--- config.mk ---
export PLATFORM = sky130hd
export DESIGN_NAME = iir_seq
export DESIGN_NICKNAME = d
export VERILOG_FILES = /design/src/rtl/iir_seq.sv
export SDC_FILE = /design/constraint.sdc
export NUM_CORES = 2
export LEC_CHECK = 0
export CORE_ASPECT_RATIO = 0.75
export CORE_MARGIN = 2
export CORE_UTILIZATION = 56
export DETAILED_ROUTE_END_ITERATION = 8
export HOLD_SLACK_MARGIN = 0.03
export PLACE_DENSITY = 0.79
export SLEW_MARGIN = 15
export SYNTH_ARGS = -nofsm -noshare
export SYNTH_HDL_FRONTEND = slang
export SYNTH_SLANG_ARGS = --single-unit
--- constraint.sdc ---
create_clock -name clk -period 7.45 [get_ports clk]
set_clock_uncertainty 0.1 [all_clocks]
set_input_delay 1.8625 -clock clk [delete_from_list [all_inputs] [get_ports clk]]
set_output_delay 1.8625 -clock clk [all_outputs]
set_load 0.03 [all_outputs]
--- src/rtl/iir_seq.sv ---
// Sequential direct-form-II biquad: one shared multiplier, operands are
// fetched through an external coefficient/state/offset mux, and each sample
// is processed in a fixed nine-cycle schedule.
module iir_seq #(
  parameter int N = 24,
  parameter int F = 14
) (
  input  logic                clk,
  input  logic                reset,
  input  logic                start,
  input  logic signed [N-1:0] u_in,
  input  logic signed [N-1:0] muxS,
  input  logic signed [N-1:0] muxC,
  input  logic signed [N-1:0] muxZ,
  output logic [2:0]          controlS,
  output logic [1:0]          controlC,
  output logic [1:0]          controlZ,
  output logic signed [N-1:0] Uk,
  output logic signed [N-1:0] fk,
  output logic signed [N-1:0] fk1,
  output logic signed [N-1:0] fk2,
  output logic signed [N-1:0] yk,
  output logic                busy,
  output logic                done
);

  typedef enum logic [3:0] {
    IDLE, F1, F2, FW, Y0, Y1, Y2, YW, DN
  } state_t;

  // Clamp limits expressed at accumulator width so the compare stays signed.
  localparam logic signed [N+1:0] SAT_MAX = {3'b000, {(N-1){1'b1}}};
  localparam logic signed [N+1:0] SAT_MIN = {3'b111, {(N-1){1'b0}}};

  state_t state, state_next;

  logic signed [2*N-1:0] prod_full;
  logic signed [N+1:0]   p;
  logic signed [N+1:0]   z_ext;
  logic signed [N+1:0]   acc;

  function automatic logic signed [N-1:0] sat(input logic signed [N+1:0] v);
    if (v > SAT_MAX)
      return SAT_MAX[N-1:0];
    else if (v < SAT_MIN)
      return SAT_MIN[N-1:0];
    else
      return v[N-1:0];
  endfunction

  // Full-precision product, floored by F, kept at accumulator width.
  assign prod_full = $signed({{N{muxS[N-1]}}, muxS}) * $signed({{N{muxC[N-1]}}, muxC});
  assign p         = (N+2)'(prod_full >>> F);
  assign z_ext     = {{2{muxZ[N-1]}}, muxZ};

  // State register; reset drops straight back to IDLE, aborting any sample.
  always_ff @(posedge clk or negedge reset) begin
    if (!reset)
      state <= IDLE;
    else
      state <= state_next;
  end

  // Next state plus Moore decode of the operand selects, busy and done.
  always_comb begin
    state_next = state;
    controlS   = 3'd0;
    controlC   = 2'd0;
    controlZ   = 2'd0;
    busy       = 1'b0;
    done       = 1'b0;
    case (state)
      IDLE: begin
        if (start)
          state_next = F1;
      end
      F1: begin
        state_next = F2;
        controlS   = 3'd1;
        controlC   = 2'd1;
        controlZ   = 2'd1;
        busy       = 1'b1;
      end
      F2: begin
        state_next = FW;
        controlS   = 3'd2;
        controlC   = 2'd2;
        busy       = 1'b1;
      end
      FW: begin
        state_next = Y0;
        busy       = 1'b1;
      end
      Y0: begin
        state_next = Y1;
        controlS   = 3'd3;
        controlC   = 2'd3;
        busy       = 1'b1;
      end
      Y1: begin
        state_next = Y2;
        controlS   = 3'd4;
        controlC   = 2'd1;
        busy       = 1'b1;
      end
      Y2: begin
        state_next = YW;
        controlS   = 3'd5;
        controlC   = 2'd2;
        busy       = 1'b1;
      end
      YW: begin
        state_next = DN;
        busy       = 1'b1;
      end
      DN: begin
        state_next = IDLE;
        done       = 1'b1;
      end
      default: state_next = IDLE;
    endcase
  end

  // Datapath: capture the sample, accumulate products, then commit f[k] and
  // y[k]; the delay line shifts together with the output write.
  always_ff @(posedge clk or negedge reset) begin
    if (!reset) begin
      Uk  <= '0;
      fk  <= '0;
      fk1 <= '0;
      fk2 <= '0;
      yk  <= '0;
      acc <= '0;
    end else begin
      case (state)
        IDLE: begin
          if (start)
            Uk <= u_in;
        end
        F1, Y0:     acc <= z_ext + p;
        F2, Y1, Y2: acc <= acc + p;
        FW:         fk  <= sat(acc);
        YW: begin
          yk  <= sat(acc);
          fk1 <= fk;
          fk2 <= fk1;
        end
        default: ;
      endcase
    end
  end

endmodule
## After elaboration in Yosys (flattened, before gate mapping)

Index checks and enable logic that the tools add are counted.

| storage, ports and cells | value |
|---|---|
| bits of input ports | 99 |
| register bits after elaboration | 150 |
| output and inout port bits | 129 |
| logic and storage cells | 39 |

| operators by class | value |
|---|---|
| $lt $le $gt $ge | 2 |
| multipliers | 1 |
| muxes and demuxes | 10 |
| add/sub/neg operators | 2 |
| equality and inequality tests | 9 |
| reduce and logical (&&, ||, !) cells | 8 |

Operators by type and width:

| cell | count |
|---|---|
| one-hot mux 26 bit (2 select lines) | 1 |
| two-way mux 24 bit | 2 |
| multiplier 24 x 24 -> 40 bit | 1 |
| one-hot mux 4 bit (8 select lines) | 1 |
| adder 24 x 26 -> 26 bit | 1 |
| adder 26 bit | 1 |
| > comparator 26 x 24 -> 1 bit (second input constant) | 1 |
| < comparator 26 x 24 -> 1 bit (second input constant) | 1 |
| == test 4 x 3 -> 1 bit (second input constant) | 4 |
| one-hot mux 3 bit (5 select lines) | 1 |
| == test 4 x 2 -> 1 bit (second input constant) | 2 |
| OR reduction 7 bit | 1 |
| one-hot mux 2 bit (3 select lines) | 1 |
| OR reduction 2 bit | 3 |
| == test 4 x 1 -> 1 bit (second input constant) | 1 |
| == test 4 bit (second input constant) | 1 |
| zero test 4 bit | 1 |
| two-way mux 4 bit | 1 |
| two-way mux 1 bit | 3 |
| OR reduction 3 bit | 1 |
| inequality test 2 bit (second input constant) | 1 |
| AND reduction 2 bit | 1 |
| nonzero test 2 bit | 1 |

## Depth between registers and ports, before layout

| depth | value |
|---|---|
| depth after elaboration | 3 |
| depth in mapped cells | 36 |
| depth with buffers taken out | 35 |

## Least setup slack after synthesis

No wires, ideal clock.

| path | value |
|---|---|
| path type | input to register |
| from | input muxS[20] |
| to | register acc[25] |
| slack | -2.289 ns |
| arrival time | 9.563 ns |
| data required time | 7.274 ns |
| path buffers | 2 |
| cell stages on the path | 33 |
| library setup time | 0.076 ns |
| cells stage by stage | clkbuf_1 -> clkbuf_1 -> nand2_1 -> fa_1 -> fa_1 -> fa_1 -> fa_1 -> inv_1 -> fa_1 -> fa_1 -> inv_1 -> fa_1 -> inv_1 -> ha_1 -> a21o_1 -> a21o_1 -> a21oi_1 -> o21a_1 -> o21ai_0 -> a21oi_1 -> o21bai_1 -> a21oi_1 -> xnor2_1 -> ha_1 -> and3_1 -> and3_1 -> a22oi_1 -> nand2_1 -> o211ai_2 -> o21ai_2 -> a31oi_4 -> xnor3_1 -> o21ai_1 |

| between the ends | value |
|---|---|
| cells in the longest elaborated chain, start to end | 3 |
| elaborated cells between the ends (all ways) | 4 |
| those cells by class | add/sub: 2; mul: 1; mux: 1 |

RTL lines:

| item | RTL line | source |
|---|---|---|
| from (decl) | 12 | `input logic signed [N-1:0] muxS,` |
| multiplier 24 x 24 -> 40 bit * | 52 | `assign prod_full = $signed({{N{muxS[N-1]}}, muxS}) * $signed({{N{muxC[N-1]}}, muxC});` |
| adder 26 bit or adder 24 x 26 -> 26 bit (tied branches) | 141, 140 |  |
| one-hot mux 26 bit (2 select lines) * | 135 | `case (state)` |
| to (signal assigned) | 140 | `F1, Y0: acc <= z_ext + p;` |
| to (signal assigned) | 141 | `F2, Y1, Y2: acc <= acc + p;` |
| to (decl) | 40 | `logic signed [N+1:0] acc;` |

Every way passes the cells marked *; elsewhere a longest branch is shown, timed or not.
A chain may end at the register's enable or synchronous reset.

## Worst setup path in the final report

| path | value |
|---|---|
| from | input muxC[0] |
| to | register acc[25] |

| between the ends | value |
|---|---|
| cells in the longest elaborated chain, start to end | 3 |
| elaborated cells between the ends (all ways) | 4 |
| those cells by class | add/sub: 2; mul: 1; mux: 1 |

RTL lines:

| item | RTL line | source |
|---|---|---|
| from (decl) | 13 | `input logic signed [N-1:0] muxC,` |
| multiplier 24 x 24 -> 40 bit * | 52 |  |
| adder 26 bit or adder 24 x 26 -> 26 bit (tied branches) | 141, 140 |  |
| one-hot mux 26 bit (2 select lines) * | 135 |  |

Marks and branches as above.

==> results.tsv <==
metric	value	unit
status	finished, violations left	
failing checks	setup timing	
Clock transition at path regs	0.06	ns
most used cell, CP	fa_1	
synth warn	0	
die width	249	um
critical path depth	36	
multi-input logic area	19900	um2
unrepaired setup endpoints after global routing	true	
final-report hold violation count	0	
number of global-route vias before repair	23600	
Area Growth Syn to Fin	31.1	%
count of state elements after synthesis	150	
grt met1 use	0.384	
measured slew at the worst slew-check pin	0.915	ns
dpl cells	3720	
met3 global-route usage	0.0571	
total routed wirelength	73500	um
Max Cap Violations	0	
row cnt	67	
share of layout cells above drive strength 1	0.225	
remaining antenna violation count after routing	0	
Num CTS Buffers	17	
H-tree levels	4	
period utilization	1.28	
Net count, final	4022	
first-pass GRT wire length	119000	um
Most Crowded Layer GR	met2	
CTS tree	yes	
max-slew violations	0	
Die Y-Extent	188	um
FF/Latch Area	3750	um2
Clock Root Buffer	clkbuf_16	
Worst Hold Class	reg -> reg	
GRT Total Usage	0.322	
largest net degree at the start of global routing	97	
Syn Inst Count	2736	
wire per inst	19.0	um
met2 Usage GRT	0.566	
CP max stage cell	fa_1	
Syn Std Cell Area	25300	um2
core area	44600	um2
DRC	0	
Filler cells	2896	
number of synthesized flops with an enable pin	0	
CP arrival	9.80	ns
R2R depth	16	
CP max FO	5	
Synth async-reset ratio	1.00	
crit path time final	9.55	ns
FMAX	105	MHz
Bufs on Longest Clock Path	2	
Worst Hold Depth	2	
number of distinct library cells after synthesis	62	
delay-heaviest family, CP	adder cells	
Clock Sinks	150	
critical path launch point type	primary input	
Avg Inst Size Synth	9.24	um2
number of vias per cell	5.43	
I/O Pins	228	
sequential cell area fraction in the yosys report	0.148	
Main synth FF type	dfrtp_1	
worst setup margin	-2.10	ns
largest cells by area after synthesis	fa_1, dfrtp_1, inv_1	
gpl congestion	0.904	
CP max stage delay	0.58	ns
number of port buffers	226	
Vias	20900	
initial antenna violation count	2	
DP HPWL	56200	um
Setup violations, final	25	
Max-slew headroom	0.390	
grt total ovfl	0	
Buf/Inv on CP	8	
Initial Utilization	0.567	
die area	46900	um2
CP Capture Type	flop	
Starting DRT DRC Count	1462	
Synth top area share	0.409	
Yosys top cell by area	fa_1	
hold buffer count at CTS	0	
Net Count, Synth	3497	
WS Path Type	in -> reg	
non-filler cells in the finished layout	3861	
1st-pass router iterations	6	
WP data required	7.70	ns
Clk Latency, worst-skew pair	0.43	ns
[per-stage QoR]
| stage | cell area, um2 | utilization | hold slack [ns] | setup slack, ns | setup TNS (ns) |
|---|---|---|---|---|---|
| finish | 33200 | 0.743 | 0.381 | -2.10 | -37.55 |
| global placement | 30600 | 0.686 | 0.359 | -2.48 | -48.90 |
| detailed placement | 30600 | 0.686 | 0.362 | -2.73 | -54.55 |
| floorplan | 25700 | - | 0.357 | -1.70 | -25.78 |
| global route | 33100 | 0.743 | 0.397 | -2.36 | -42.63 |
| CTS | 32600 | 0.731 | 0.383 | -1.94 | -34.52 |
[area by class of cell]
| type | count | area share |
|---|---|---|
| antenna | 1 | 0.0000755 |
| clock buffer | 20 | 0.0138 |
| clock inverter | 12 | 0.00449 |
| inverter | 559 | 0.0634 |
| multi-input combinational | 1896 | 0.602 |
| sequential | 150 | 0.113 |
| tap | 586 | 0.0221 |
| timing repair buffer | 637 | 0.181 |
[kinds of logic after synthesis]
family | after synthesis | share of synthesized area
AND/OR/NAND/NOR | 887 | 0.166
other | 1 | 0.000148
multiplexers | 49 | 0.0218
adder cells (fa/ha/maj) | 662 | 0.481
AO/OA/AOI/OAI | 229 | 0.0555
XOR/XNOR | 68 | 0.0241
flip-flops | 150 | 0.148
buffers and inverters | 690 | 0.103
[Yosys cell counts, drive strengths merged (2+ instances only)]
cell type and instances:
buf 4, o21ai 110, clkbuf 127, nor2b 14, a21oi 46, nor3 13
and2 277, xnor2 46, nand3 11, dfrtp 150, mux2 48, nand4 5
ha 146, o211ai 4, nor3b 4, nand2b 11, or3 3, nor2 28
nand2 504, a211oi 5, or2 4, a21o 25, and3 7, o21bai 8
fa 516, xor2 21, inv 559, o31ai 6, a211o 3, o21a 8
a311o 2, nand3b 3
[layout by cell type, fill, tap and decap left out, types with 23 or more instances in the layout]
cell / netlist / final
inv_1: 558 / 531
nand2_1: 504 / 498
fa_1: 516 / 491
buf_4: 1 / 318
and2_1: 275 / 238
clkdlybuf4s50_1: 0 / 184
dfrtp_1: 150 / 150
ha_1: 146 / 117
o21ai_0: 105 / 83
buf_6: 0 / 56
mux2_2: 48 / 48
and2_4: 1 / 38
xnor2_1: 46 / 38
buf_12: 0 / 30
inv_2: 1 / 27
fa_2: 0 / 25
a21o_1: 24 / 24
a21oi_1: 46 / 23
[worst reg2reg max path: stages (launching register included)]
cell and delay (ns):
dfrtp_1 0.51, nand2b_1 0.25, a21oi_2 0.15, buf_4 0.34
mux2_2 0.44, ha_4 0.17, buf_4 0.12, buf_4 0.13
a211oi_2 0.31, o21ai_2 0.11, a311o_1 0.37, and2_4 0.18
o211ai_4 0.24, o21ai_2 0.12, a31oi_4 0.13, xnor3_1 0.23
o21ai_1 0.14
[registers in the layout (all words and copies together) (netlist names)]
| signal | cells |
|---|---|
| fk1 | 24 |
| state | 4 |
| fk2 | 24 |
| yk | 24 |
| acc | 26 |
| fk | 24 |
| Uk | 24 |
[repair_timing]
action,CTS,global route
resized for setup,286,98
endpoints found under the hold margin,0,0
cloned,14,0
buffers inserted,81,26
setup endpoints to repair,26,26
pin swaps,150,74
[per-layer routing]
metal / up-vias / wire, um
met3: 304 / 4950
met1: 10700 / 26500
li1: 9144 / -
met4: 2 / 3850
met5: - / 13
met2: 822 / 38200
[final timing paths]
kind	startpoint	end	slack, ns
max in group asynchronous	reset	fk2[22]	4.50
max reg2reg	state[0]	acc[25]	3.36
min in group asynchronous	reset	fk1[17]	1.36
max	muxC[0]	acc[25]	-2.10
min reg2reg	fk2[5]	fk2[5]	0.38
min	fk2[5]	fk2[5]	0.38
Power is left out: the tool's default activity adds up to more than one toggle a clock period on the data nets, which glitch-free logic cannot reach.
